## config.mk

```make
export PLATFORM = sky130hd
export DESIGN_NAME = hs_dpath_pipe_ctrl
export DESIGN_NICKNAME = d
export VERILOG_FILES = /design/src/rtl/hs_dpath_pipe_ctrl.sv
export SDC_FILE = /design/constraint.sdc
export NUM_CORES = 1
export LEC_CHECK = 0
export CORE_UTILIZATION = 25
export DETAILED_ROUTE_END_ITERATION = 12
export PLACE_DENSITY = 0.57
export SETUP_SLACK_MARGIN = 0.1
export SLEW_MARGIN = 20
export SYNTH_ARGS = -nofsm -noshare
export SYNTH_HDL_FRONTEND = slang
export SYNTH_SLANG_ARGS = --single-unit
```

## constraint.sdc

```tcl
create_clock -name clk -period 2.5 [get_ports clk]
set_input_delay 0.625 -clock clk [delete_from_list [all_inputs] [get_ports clk]]
set_output_delay 0.625 -clock clk [all_outputs]
set_load 0.02 [all_outputs]
```

## src/rtl/hs_dpath_pipe_ctrl.sv

```systemverilog
// Valid/ready flow controller for a CE-gated LATENCY-stage datapath pipeline.
// Tracks per-stage occupancy, drives stage clock enables, sequences drain and flush.
//
// state    | meaning
// ---------+-----------------------------------------------------------
// ST_RUN   | normal operation, upstream accepted when stage 0 can move
// ST_DRAIN | upstream blocked, pipeline empties under m_ready
// ST_FLUSH | single cycle, all enables off, valid bits cleared at end
module hs_dpath_pipe_ctrl #(
  parameter  int LATENCY = 3,
  localparam int CNT_W   = $clog2(LATENCY + 1)
) (
  input  logic             clk,
  input  logic             aresetn,
  input  logic             s_valid,
  output logic             s_ready,
  output logic             m_valid,
  input  logic             m_ready,
  output logic             ce_stage  [LATENCY],
  output logic             vld_stage [LATENCY],
  output logic [CNT_W-1:0] occupancy,
  input  logic             drain_req,
  output logic             drain_done,
  input  logic             flush_req,
  output logic             flush_done,
  output logic             busy
);

  typedef enum logic [1:0] {
    ST_RUN   = 2'd0,
    ST_DRAIN = 2'd1,
    ST_FLUSH = 2'd2
  } state_t;

  state_t             state;
  logic [LATENCY-1:0] v;
  logic [LATENCY-1:0] go;
  logic [LATENCY-1:0] in_vld;
  logic [LATENCY-1:0] v_nxt;
  logic               run;
  logic               flushing;
  logic               accept;
  logic               retire;

  assign run      = (state == ST_RUN);
  assign flushing = (state == ST_FLUSH);

  // Stage i may advance when downstream is ready or any stage from i onward is empty;
  // written without a ripple through go[] so there is no combinational self-loop.
  always_comb begin
    go = '0;
    for (int i = 0; i < LATENCY; i++) begin
      go[i] = m_ready;
      for (int j = i; j < LATENCY; j++) begin
        if (!v[j]) go[i] = 1'b1;
      end
    end
  end

  assign s_ready = go[0] && run;
  assign accept  = s_valid && s_ready;
  assign m_valid = v[LATENCY-1] && !flushing;
  assign retire  = m_valid && m_ready;

  always_comb begin
    in_vld    = '0;
    in_vld[0] = accept;
    for (int i = 1; i < LATENCY; i++) begin
      in_vld[i] = v[i-1];
    end
  end

  always_comb begin
    v_nxt = v;
    for (int i = 0; i < LATENCY; i++) begin
      ce_stage[i]  = go[i] && in_vld[i] && !flushing;
      vld_stage[i] = v[i];
      if (go[i]) v_nxt[i] = in_vld[i];
    end
  end

  assign drain_done = (state == ST_DRAIN) && (occupancy == '0) && !flush_req;
  assign flush_done = flushing;
  assign busy       = (occupancy != '0) || !run;

  always_ff @(posedge clk) begin
    if (!aresetn) begin
      state     <= ST_RUN;
      v         <= '0;
      occupancy <= '0;
    end else begin
      case (state)
        ST_RUN: begin
          if (flush_req)      state <= ST_FLUSH;
          else if (drain_req) state <= ST_DRAIN;
        end
        ST_DRAIN: begin
          if (flush_req)              state <= ST_FLUSH;
          else if (occupancy == '0)   state <= ST_RUN;
        end
        ST_FLUSH: state <= ST_RUN;
        default:  state <= ST_RUN;
      endcase

      if (flushing) begin
        v         <= '0;
        occupancy <= '0;
      end else begin
        v <= v_nxt;
        if (accept && !retire)      occupancy <= occupancy + CNT_W'(1);
        else if (retire && !accept) occupancy <= occupancy - CNT_W'(1);
      end
    end
  end

endmodule

```

==> flow_summary.json, run 1 <==
{
  "detailedRoute.firstIterationViolations": 1,
  "synth_top_area_share_pct": 42.6,
  "syn-num-nets": 50,
  "routed_wirelength_normalized_by_instance_count_um": 9.29,
  "grt_max_degree": 7,
  "route.detailed.vias_per_inst": 4.37,
  "worstSetupStartpoint": "m_ready",
  "cts-root-buf": "sky130_fd_sc_hd__clkbuf_4",
  "setup_tns_ns": 0,
  "die_y_um": 38.3,
  "synth.avg_cell_area_um2": 7.65,
  "rel_slew_slack_pct": 84.8,
  "setup-violations-final": 0,
  "hold_path_cells": 1,
  "ctsLongestPathBuffers": 2,
  "rsz_0062_raised_after_global_routing": "no",
  "n_antenna_cell": 0,
  "synth.cell_area_um2": 329,
  "tritoncts": "built",
  "period_needed_ns": 2.35,
  "sort_of_element_at_the_start_of_the_critical_path": "input port",
  "place_congestion": 0.680,
  "drt_pre_antenna_iters": 2,
  "dieArea_um2": 1470,
  "place.detailed.hpwl_um": 613,
  "timing.fmax_mhz": 425,
  "period_share_pct": 94.1,
  "final_area_um2": 573,
  "postCtsHoldBufs": 0,
  "r2r_end": "occupancy[1]",
  "routed_wl_um": 771,
  "hold_path.class": "reg -> reg",
  "grt.overflow.total": 0,
  "remaining_drc_errors": 0,
  "irDropWorstVdd_v": 0.000263,
  "reg2reg_from": "v[2]",
  "dpl-instance-area_um2": 557,
  "io_buffers": 18,
  "worstHoldEndpoint": "state[1]",
  "yosys.cell_types.count": 15,
  "seq_area_frac_synth_pct": 42.6,
  "area_delta_synth_final_pct": 74.1,
  "design.portCount": 19,
  "groute.usage.overall_pct": 12.2,
  "clock_latency_ns": 0.25,
  "route.vias.total": 363,
  "synth-seq-cells": 7,
  "place_worst_setup_slack_ns": -0.223,
  "critical_path_fanouts_max": 3,
  "maxCapViolCount": 0,
  "netlist_top_cells_area": "sky130_fd_sc_hd__dfxtp_1 (43%), sky130_fd_sc_hd__nor2_1 (10%), sky130_fd_sc_hd__a21oi_1 (7.6%)",
  "timing.reg2reg.worst_path_depth": 7,
  "final-max-slew-violation-count": 0,
  "floorplan.die.width_um": 38.3,
  "finalNetCount": 77,
  "post_route_cells_drive_above_1_share_pct": 17.4,
  "cts_buffers": 3,
  "ff2ff_setup_slack_ns": 0.73,
  "fin_ws_ns": 0.146,
  "synthDominantAreaCellType": "sky130_fd_sc_hd__dfxtp_1",
  "power.leakage_nw": 0.262,
  "endpoint_arrival_time_on_the_critical_path_ns": 1.73,
  "required_ns": 1.88,
  "drtAntennaViolNets": 0,
  "result_of_the_run": "completed",
  "post_syn_instances": 43,
  "power_density_cells_nw_per_um2": 551,
  "final_hold_viol_count": 0,
  "global_route_wire_length_before_repair_um": 1190,
  "crit_path_category": "in -> out",
  "clkSlewWorstSetupHoldPaths_ns": 0.06,
  "worst_setup_path_end_kind": "output pin",
  "hold_path.startpoint": "state[1]",
  "skew_ns": 0.00501,
  "ctsHtreeMaxLevel": 1,
  "cts.sinks": 7,
  "count_of_standard_cell_rows": 12,
  "grt_antenna_before_repair": 0,
  "layout.core_utilization_pct": 48.9,
  "tightest_slew_ns": 0.228,
  "power.total_uw": 316,
  "grt_pass1_vias": 314,
  "floorplan.core_area_um2": 1170,
  "floorplan.initialDensity_pct": 28.1,
  "synth_warnings": 0
}
[final cells by class]
cell class,count,area (um2)
Timing Repair Buffer,22,193
Clock buffer,4,26.3
Tap cell,14,17.5
Multi-Input combinational cell,35,193
Inverter,1,3.75
Fill cell,129,598
Sequential cell,7,140
[metal layers]
metal / GRT usage (%) / wire length (um) / vias to the layer above
met5: 0 / 0 / -
met4: 8.04 / 4 / 0
met3: 3.49 / 45 / 2
met2: 20.3 / 367 / 14
met1: 13.2 / 354 / 152
li1: - / - / 195
[cell usage in the layout (no fill, tap or decap), drive strengths merged, types with 2 or more instances in the layout]
cell and count:
nand2 6, dfxtp 7, buf 6, a21oi 5, nor2b 3, clkdlybuf4s50 13
and2 2, dlygate4sd2 2, xor2 2, and3 2, nor2 9, clkbuf 5
[worst max-delay path, cell delays in order]
cell and delay [ns]:
sky130_fd_sc_hd__clkdlybuf4s50_1 0.50, sky130_fd_sc_hd__nor2b_2 0.07, sky130_fd_sc_hd__nor3b_1 0.19, sky130_fd_sc_hd__dlygate4sd2_1 0.35
[metrics by stage]
stage               hold WS (ns)  instances
detailed placement         0.456         79
floorplan                  0.426         43
global placement           0.446         79
CTS                        0.469         83
global route               0.489         83
finish                     0.458         83
[sequential cells by signal, indices dropped and copies added, names as in the netlist]
signal     flops
state          2
v              3
occupancy      2
[Yosys cell counts]
library cell / count
sky130_fd_sc_hd__a21oi_1: 5
sky130_fd_sc_hd__or3_1: 1
sky130_fd_sc_hd__and3_1: 2
sky130_fd_sc_hd__nor2b_1: 3
sky130_fd_sc_hd__and2_1: 2
sky130_fd_sc_hd__o21ai_0: 1
sky130_fd_sc_hd__ha_1: 1
sky130_fd_sc_hd__nor2_1: 9
sky130_fd_sc_hd__xor2_1: 2
sky130_fd_sc_hd__nand3_1: 1
sky130_fd_sc_hd__inv_1: 1
sky130_fd_sc_hd__nor3b_1: 1
sky130_fd_sc_hd__nand2_1: 6
sky130_fd_sc_hd__nand2b_1: 1
sky130_fd_sc_hd__dfxtp_1: 7
[cell families (layout without fill, tap and decap cells)]
logic type	count (synthesis)	count (layout)	share of synthesized area [%]
buffers and inverters	1	27	1.14
AOI/OAI and AO/OA	6	6	9.12
xor gates and xnor gates	2	2	5.32
DFF	7	7	42.6
adders and majority gates	1	1	3.80
and+or+nand+nor	26	26	38.0
[timing repair]
item                                    4_1_cts  5_1_grt
gates resized for setup                      10        5
endpoints found under the setup margin        5        3
buffers inserted                              0        0
[report_power, final]
group | switching, mW | leakage, nW | internal (mW)
registers | 0.00766 | 0.0574 | 0.119
logic | 0.0430 | 0.190 | 0.0424
clock network | 0.0426 | 0.0150 | 0.0610
total | 0.0933 | 0.262 | 0.222
[worst max-delay path by stage]
stage | to | slack [ns] | cells past startpoint
finish | ce_stage[0] | 0.15 | 4
global route | ce_stage[0] | 0.11 | 4
CTS | ce_stage[1] | 0.06 | 5
detailed placement | ce_stage[1] | -0.22 | 5
global placement | s_ready | -0.20 | 5
floorplan | occupancy[1] | 0.49 | 6
(Power assumes the default switching activity.)
==> run 2, diff against run 1 <==
Settings changed: CTS_BUF_LIST set to sky130_fd_sc_hd__clkbuf_4.
==> run 2 against run 1 <==
Against the previous run:
- sequential power is essentially flat
- clock power up 13%
- first-iteration DRC count grew to 3.0 times the previous value
- sequential share of layout area is 0.16 points lower
- via count decreased by 0.55%
- power up 4.2%
- maximum frequency about the same
- cell area grew 0.65%
- final cell count unchanged
- register-to-register slack barely moved
- largest power group unchanged
==> flow_summary.json, run 2 (synthesis results as in run 1) <==
{
  "drt_pre_antenna_iters": 2,
  "result_of_the_run": "completed",
  "power.internal_uw": 233,
  "place_worst_setup_slack_ns": -0.223,
  "count_of_standard_cell_rows": 12,
  "dieArea_um2": 1470,
  "finalNetCount": 77,
  "cts_buffers": 3,
  "most_frequent_cells_in_the_layout": "sky130_fd_sc_hd__clkdlybuf4s50_1 (13), sky130_fd_sc_hd__nor2_1 (9), sky130_fd_sc_hd__dfxtp_1 (7), sky130_fd_sc_hd__nand2_1 (6), sky130_fd_sc_hd__a21oi_1 (5)",
  "sort_of_element_at_the_start_of_the_critical_path": "input port",
  "timing.fmax_mhz": 425,
  "period_needed_ns": 2.35,
  "switchingPower_uw": 95.5,
  "grt.overflow.total": 0,
  "endpoint_arrival_time_on_the_critical_path_ns": 1.73,
  "skew_ns": 0.00623,
  "place_congestion": 0.680,
  "dpl-instance-area_um2": 557,
  "post-cts-setup-buffer-count": 0,
  "final_area_um2": 577,
  "routed_wl_um": 789,
  "routed_wirelength_normalized_by_instance_count_um": 9.51,
  "route.detailed.vias_per_inst": 4.35,
  "p_seq_share_pct": 38.5,
  "global_route_wire_length_before_repair_um": 1250,
  "final-max-slew-violation-count": 0,
  "detailedRoute.firstIterationViolations": 3,
  "share_comb_of_total_power_pct": 26.0,
  "sw_frac_of_total_pct": 29.0,
  "holdWs_ns": 0.458,
  "floorplan.initialDensity_pct": 28.1,
  "hold_path.class": "reg -> reg",
  "grt_pass1_vias": 318,
  "tightest_slew_ns": 0.228,
  "rsz_0062_raised_after_global_routing": "no",
  "sequential_cell_area_um2": 140,
  "biggest_register": "v",
  "fin_ws_ns": 0.148,
  "route.vias.total": 361,
  "rel_slew_slack_pct": 84.8,
  "top_regs": "v (3), occupancy (2), state (2)",
  "postCtsHoldBufs": 0,
  "final_common_cell": "sky130_fd_sc_hd__clkdlybuf4s50_1",
  "die_y_um": 38.3,
  "worst_setup_path_end_kind": "output pin",
  "crit_path_category": "in -> out",
  "crit_path_top_delay_cell": "sky130_fd_sc_hd__clkdlybuf4s50_1",
  "required_ns": 1.88,
  "setup-violations-final": 0,
  "place.detailed.hpwl_um": 613,
  "power_frac_clock_pct": 35.6,
  "power.leakage_nw": 0.265,
  "post_route_cells_drive_above_1_share_pct": 18.8,
  "ctsHtreeMaxLevel": 1,
  "grt_max_degree": 7,
  "period_share_pct": 94.1,
  "clock_latency_ns": 0.25,
  "critical_path_fanouts_max": 3,
  "tritoncts": "built",
  "clkSlewWorstSetupHoldPaths_ns": 0.06,
  "final_cells": 83,
  "ctsLongestPathBuffers": 2,
  "irDropWorstVdd_v": 0.000279,
  "io_buffers": 18,
  "drtAntennaViolNets": 0,
  "maxCapViolCount": 0,
  "design.portCount": 19,
  "dp_cells": 79,
  "cts-root-buf": "sky130_fd_sc_hd__clkbuf_4",
  "sequence_of_cells_on_the_critical_path": "clkdlybuf4s50_1, nor2b_2, nor3b_1, dlygate4sd2_1",
  "count_of_fill_cells_added_during_filler_insertion": 129,
  "area_delta_synth_final_pct": 75.3,
  "final_hold_viol_count": 0,
  "remaining_drc_errors": 0,
  "power.total_uw": 329,
  "n_antenna_cell": 0,
  "floorplan.core_area_um2": 1170,
  "power_density_cells_nw_per_um2": 570,
  "max_reg_flops": 3,
  "multi_input_area_um2": 193,
  "grt_antenna_before_repair": 0,
  "groute.usage.overall_pct": 12.9,
  "cp_slowest_stage_delay_ns": 0.49,
  "cts.sinks": 7,
  "floorplan.die.width_um": 38.3
}
[run 2: cell counts in the layout (fill, tap and decap cells not counted)]
No cell type changed its count.
[run 2: power groups by stage]
stage          sequential, mW  clock, mW  combinational (mW)
3_5_place_dp            0.129          0              0.0900
5_1_grt                 0.128      0.126              0.0936
3_3_place_gp            0.129          0              0.0892
6_report                0.126      0.117              0.0853
2_1_floorplan           0.134          0              0.0383
4_1_cts                 0.126      0.120              0.0884
[run 2: cell type report]
| class | instances | area share (%) |
|---|---|---|
| multi-input cells | 35 | 33.4 |
| repair buffers | 22 | 33.4 |
| well taps | 14 | 3.04 |
| inverters | 1 | 0.651 |
| flip-flops and latches | 7 | 24.3 |
| clock buffers | 4 | 5.21 |
[run 2: worst paths after layout]
path / slack (ns) / from / cells after the start / end
max: 0.15 / m_ready / 4 / ce_stage[0]
max reg2reg: 0.72 / v[2] / 7 / occupancy[1]
min: 0.46 / state[1] / 1 / state[1]
min reg2reg: 0.46 / state[1] / 1 / state[1]
[run 2: critical path, delay by kind of cell]
kind	cells	cell delay, ns
buffers and inverters	2	0.84
AND/OR/NAND/NOR	2	0.26
[run 2: timing repair]
action / 4_1_cts / 5_1_grt
gates resized for setup: 10 / 5
setup endpoints to repair: 5 / 3
endpoints found under the hold margin: 0 / 0
[run 2: per-stage QoR]
stage          TNS (ns)  utilization [%]
5_1_grt               0             49.3
2_1_floorplan         0                -
3_5_place_dp     -0.809             47.5
6_report              0             49.3
4_1_cts               0             50.2
3_3_place_gp     -0.753             47.5
[run 2: routing by layer]
metal	GRT usage, %	up-vias	share of wire [%]
met5	0	-	0
met4	8.04	0	0.76
met3	3.49	2	6.2
met2	21.6	14	49
met1	14.2	151	44
li1	-	194	-
